## src/rtl/pipe_hazard_ctrl.sv

```systemverilog
// Pipeline hazard sequencer: drives PC enable and per-stage valid/flush from load-use,
// branch, multi-cycle MDU and data-memory wait events; counts stall cycles.
module pipe_hazard_ctrl #(
  parameter int unsigned MEM_TIMEOUT = 16,
  parameter int unsigned CNT_W       = 32
) (
  input  logic             clk,
  input  logic             reset,
  input  logic [4:0]       id_rs1_addr,
  input  logic [4:0]       id_rs2_addr,
  input  logic             id_uses_rs1,
  input  logic             id_uses_rs2,
  input  logic [4:0]       ex_rd_addr,
  input  logic             ex_mem_read,
  input  logic             ex_branch_taken,
  input  logic             ex_mdu_start,
  input  logic             mdu_done,
  input  logic             mem_req,
  input  logic             mem_ready,
  input  logic             perf_clr,
  output logic             pc_en,
  output logic             if_id_valid,
  output logic             if_id_flush,
  output logic             id_ex_valid,
  output logic             id_ex_flush,
  output logic             ex_mem_valid,
  output logic             ex_mem_flush,
  output logic             mem_wb_valid,
  output logic             mem_wb_flush,
  output logic [1:0]       state_o,
  output logic             mem_timeout,
  output logic [CNT_W-1:0] stall_cycles
);

  typedef enum logic [1:0] {
    StRun     = 2'd0,
    StMduWait = 2'd1,
    StMemWait = 2'd2,
    StHalt    = 2'd3
  } state_e;

  // Control word: {pc_en, if_id v/f, id_ex v/f, ex_mem v/f, mem_wb v/f}
  localparam logic [8:0] CtrlAdvance  = 9'b1_10_10_10_10;
  localparam logic [8:0] CtrlMemFreeze = 9'b0_00_00_00_01;
  localparam logic [8:0] CtrlMduStall = 9'b0_00_00_01_10;
  localparam logic [8:0] CtrlBranch   = 9'b1_01_01_10_10;
  localparam logic [8:0] CtrlBubble   = 9'b0_00_01_10_10;
  localparam logic [8:0] CtrlKill     = 9'b0_01_01_01_01;

  localparam logic [7:0] TimeoutVal = 8'(MEM_TIMEOUT);

  state_e           state_q, state_d;
  logic [7:0]       timer_q, timer_d;
  logic             mem_timeout_q, mem_timeout_d;
  logic [CNT_W-1:0] stall_q, stall_d;
  logic [8:0]       ctrl;
  logic             load_use;
  logic [8:0]       run_ctrl;

  assign load_use = ex_mem_read && (ex_rd_addr != 5'd0) &&
                    ((id_uses_rs1 && (id_rs1_addr == ex_rd_addr)) ||
                     (id_uses_rs2 && (id_rs2_addr == ex_rd_addr)));

  // RUN rules 2-5, shared by RUN and by the MEM_WAIT completion cycle
  always_comb begin
    if (ex_mdu_start) begin
      run_ctrl = CtrlMduStall;
    end else if (ex_branch_taken) begin
      run_ctrl = CtrlBranch;
    end else if (load_use) begin
      run_ctrl = CtrlBubble;
    end else begin
      run_ctrl = CtrlAdvance;
    end
  end

  always_comb begin
    ctrl    = CtrlAdvance;
    state_d = state_q;
    timer_d = timer_q;
    unique case (state_q)
      StRun: begin
        timer_d = 8'd0;
        if (mem_req && !mem_ready) begin
          ctrl    = CtrlMemFreeze;
          state_d = StMemWait;
          timer_d = 8'd1;
        end else begin
          ctrl = run_ctrl;
          if (ex_mdu_start) state_d = StMduWait;
        end
      end
      StMduWait: begin
        if (mdu_done) begin
          ctrl    = CtrlAdvance;
          state_d = StRun;
        end else begin
          ctrl = CtrlMduStall;
        end
      end
      StMemWait: begin
        if (mem_ready) begin
          ctrl    = run_ctrl;
          timer_d = 8'd0;
          state_d = ex_mdu_start ? StMduWait : StRun;
        end else begin
          ctrl = CtrlMemFreeze;
          if (timer_q >= TimeoutVal) begin
            state_d = StHalt;
          end else begin
            timer_d = timer_q + 8'd1;
          end
        end
      end
      StHalt: begin
        ctrl = CtrlKill;
      end
      default: begin
        ctrl    = CtrlKill;
        state_d = StHalt;
      end
    endcase
    if (reset) ctrl = CtrlKill;
  end

  always_comb begin
    mem_timeout_d = mem_timeout_q || (state_d == StHalt);
    stall_d       = stall_q;
    if (perf_clr) begin
      stall_d = '0;
    end else if (!ctrl[8] && (stall_q != {CNT_W{1'b1}})) begin
      stall_d = stall_q + 1'b1;
    end
  end

  always_ff @(posedge clk or posedge reset) begin
    if (reset) begin
      state_q       <= StRun;
      timer_q       <= 8'd0;
      mem_timeout_q <= 1'b0;
      stall_q       <= '0;
    end else begin
      state_q       <= state_d;
      timer_q       <= timer_d;
      mem_timeout_q <= mem_timeout_d;
      stall_q       <= stall_d;
    end
  end

  assign {pc_en, if_id_valid, if_id_flush, id_ex_valid, id_ex_flush,
          ex_mem_valid, ex_mem_flush, mem_wb_valid, mem_wb_flush} = ctrl;
  assign state_o      = state_q;
  assign mem_timeout  = mem_timeout_q;
  assign stall_cycles = stall_q;

endmodule

```

## config.mk

```make
export PLATFORM = sky130hd
export DESIGN_NAME = pipe_hazard_ctrl
export DESIGN_NICKNAME = d
export VERILOG_FILES = /design/src/rtl/pipe_hazard_ctrl.sv
export SDC_FILE = /design/constraint.sdc
export NUM_CORES = 1
export LEC_CHECK = 0
export ABC_AREA = 0
export CORE_ASPECT_RATIO = 2
export CORE_MARGIN = 10
export CORE_UTILIZATION = 52
export DETAILED_ROUTE_END_ITERATION = 10
export PLACE_DENSITY = 0.95
export SLEW_MARGIN = 10
export SYNTH_ARGS = -nofsm -noshare
export SYNTH_HDL_FRONTEND = slang
export SYNTH_SLANG_ARGS = --single-unit
```

## constraint.sdc

```tcl
create_clock -name clk -period 3.7 [get_ports clk]
set_clock_uncertainty 0.2 [all_clocks]
set_input_delay 0.74 -clock clk [delete_from_list [all_inputs] [get_ports clk]]
set_output_delay 0.74 -clock clk [all_outputs]
set_load 0.005 [all_outputs]
```

==> impl_metrics.env <==
export IMPL_status="completed"
export IMPL_hold_ws_ns=0.2653
export IMPL_die_x_um=69.04
export IMPL_postPlaceCellArea_sq_mm=0.003251
export IMPL_dr_total_vias=2430
export IMPL_rows=35
export IMPL_fin_area_sq_mm=0.003362
export IMPL_clkLatencyLatePin_ns=0.30
export IMPL_ys_ff_latch=43
export IMPL_p_leak_nw=1.378
export IMPL_synth_most_common_cell="dfrtp_1"
export IMPL_cts_buffer_depth=2
export IMPL_maxSlewHeadroom_pct=51.40
export IMPL_gp_congestion=0.8091
export IMPL_drive_gt1_share_pct=5.833
export IMPL_yosysTopAreaCell="dfrtp_1"
export IMPL_synth_ff_type="dfrtp_1"
export IMPL_place_hpwl_um=5386
export IMPL_crit_type="input pin to primary output"
export IMPL_fp_dieH_um=118.1
export IMPL_timing_final_crit_share_pct=97.67
export IMPL_netlist_area_leader_share_pct=43.02
export IMPL_core_area_sq_mm=0.004642
export IMPL_synth_edf_count=0
export IMPL_cts_tree="done"
export IMPL_dieArea_sq_mm=0.008152
export IMPL_ys_types=37
export IMPL_crit_arrival_ns=2.67
export IMPL_syn_area_sq_mm=0.002501
export IMPL_regArea_sq_mm=0.001076
export IMPL_peakVddDrop_mv=0.3795
export IMPL_drc=0
export IMPL_intPower_uw=834.5
export IMPL_cp_required_ns=2.76
export IMPL_cp_start_kind="input pin"
export IMPL_combPwrFrac_pct=28.2
export IMPL_cts_sinks=43
export IMPL_hold_violations=0
export IMPL_seq_power_share_pct=44.5
export IMPL_drt_first_pass_iters=4
export IMPL_powerDensity_mw_per_mm2=362.0
export IMPL_synth_warnings=0
export IMPL_antenna_found_initial=0
export IMPL_final_core_util_pct=72.43
export IMPL_layout_nets=388
export IMPL_syn_num_nets=320
export IMPL_power_mw=1.217
export IMPL_viasPerCell=5.855
export IMPL_async_flop_share_pct=100.0
export IMPL_syn_inst=291
export IMPL_cts_root_buf="clkbuf_8"
export IMPL_fin_crit_ns=3.614
export IMPL_antenna_left=0
export IMPL_fillCellCount=355
export IMPL_ios=70
export IMPL_area_growth_syn_to_layout_pct=34.42
export IMPL_multi_input_area_sq_mm=0.001339
export IMPL_initial_core_util_pct=53.88
export IMPL_hold_buffers=0
export IMPL_htreeDepth=2
export IMPL_ys_seq_area_share_pct=43.02
export IMPL_grt_pass1_vias=2566
export IMPL_switching_share_pct=31.43
export IMPL_power_switching_uw=382.5
export IMPL_syn_avg_cell_area_sq_um=8.595
export IMPL_drt_iter0_drc=220
export IMPL_setup_violations=0
export IMPL_grt_total_usage_pct=17.39
export IMPL_routedWlPerCell_um=17.23
export IMPL_crit_path_end_kind="primary output"
export IMPL_clockPowerShare_pct=27.3
export IMPL_n_antenna_cell=0
export IMPL_critPathMaxFanout=3
export IMPL_wl_um=7151
export IMPL_numPortBuffers=69
export IMPL_synth_area_top_cells="dfrtp_1 (43%), xnor2_1 (12%), nor2_1 (6.0%)"
export IMPL_clk_pin_slew_worst_paths_ns=0.08
export IMPL_grt_first_pass_wirelength_um=12130
export IMPL_drv_slew=0
export IMPL_hp_class="flop to flop"
export IMPL_postCtsSetupRepairBufs=0
export IMPL_fmax_ghz=0.2767
export IMPL_tightest_slew_ns=0.7267
export IMPL_globalRouteOverflowTotal=0
export IMPL_synthTopCellsByCount="dfrtp_1 (43), nor2_1 (40), xnor2_1 (35)"
export IMPL_drv_cap=0
export IMPL_grt_max_degree=44
export IMPL_cts_buffers_inserted=5
[worst paths after layout]
kind                       slack, ns           from  cells after the start                to
hold reg to reg                 0.27    mem_timeout                      1       mem_timeout
hold / removal                  0.27    mem_timeout                      1       mem_timeout
max in group asynchronous       2.12          reset                      3   stall_cycles[8]
setup / recovery                0.09  ex_rd_addr[1]                      8       id_ex_flush
min in group asynchronous       0.80          reset                      3  stall_cycles[29]
setup reg to reg                1.09     state_o[1]                      8  stall_cycles[27]
[registers in the layout (all words and copies together), names as in the netlist]
register,flops
timer_q,8
state_o,2
stall_cycles,32
mem_timeout,1
[placed cells by master, fill, tap and decap left out, types with 2 or more instances in the layout]
master,n
nand3_1,15
ha_1,3
nor3b_1,3
nand4_1,9
o21ai_0,9
xnor2_1,35
and2_1,3
inv_1,8
a21oi_1,12
clkbuf_8,7
dlymetal6s2s_1,2
nor3_1,21
dfrtp_1,43
nand2_1,32
and3_1,6
a21o_1,2
buf_4,7
nor2_1,40
or3_1,5
nor2b_1,5
or4_1,3
nor4_1,5
xor2_1,2
clkdlybuf4s50_1,67
[layer usage]
| metal | GRT usage (%) | routed length (um) | up-vias |
|---|---|---|---|
| met5 | 0 | 0 | - |
| met4 | 8.861 | 278 | 0 |
| met3 | 6.414 | 616 | 23 |
| met2 | 30.66 | 3733 | 117 |
| met1 | 16.98 | 2523 | 1161 |
| li1 | - | - | 1129 |
[kinds of logic (layout without fill, tap and decap cells)]
family          count (synthesis)  count (layout)  share of synthesized area [%]
fa+ha+maj                       3               3                          1.501
xor+xnor                       37              37                          12.96
flops                          43              43                          43.02
simple gates                  155             155                          31.22
mux                             1               1                         0.6001
buf+inv                        23              92                          4.002
compound gates                 29              29                          6.704
[per-stage QoR]
step	setup TNS [ns]	setup WS, ns	cells
2_1_floorplan	0	0.7138	291
3_3_place_gp	0	0.03647	407
3_5_place_dp	0	0.03169	407
4_1_cts	0	0.02167	415
5_1_grt	-0.02500	-0.02500	415
6_report	0	0.08611	415
[power groups by stage]
stage / clock network [mW] / logic [mW] / registers (mW)
after detailed placement: 0 / 0.343 / 0.548
after global routing: 0.353 / 0.379 / 0.547
final: 0.332 / 0.344 / 0.542
after floorplan: 0 / 0.178 / 0.540
after global placement: 0 / 0.335 / 0.546
after CTS: 0.339 / 0.347 / 0.541
[timing repair]
action | in CTS | in global routing
endpoints found under the hold margin | 0 | 0
gates resized for setup | 0 | 3
setup endpoints to repair | 0 | 4
[worst max-delay path, cell delays in order]
cell	delay, ns
clkdlybuf4s50_1	0.42
buf_4	0.15
xnor2_1	0.15
nand4_1	0.14
o22ai_2	0.25
a21oi_1	0.12
o21ai_0	0.16
clkdlybuf4s50_1	0.54
[area by class of cell]
cell class / instances / share of cell area (%)
Multi-Input combinational cell: 225 / 39.82
Sequential cell: 43 / 32.01
Timing Repair Buffer: 76 / 22.26
Clock buffer: 8 / 2.977
Tap cell: 55 / 2.047
Inverter: 8 / 0.8932
No activity file was read; power rests on OpenSTA's default activity.
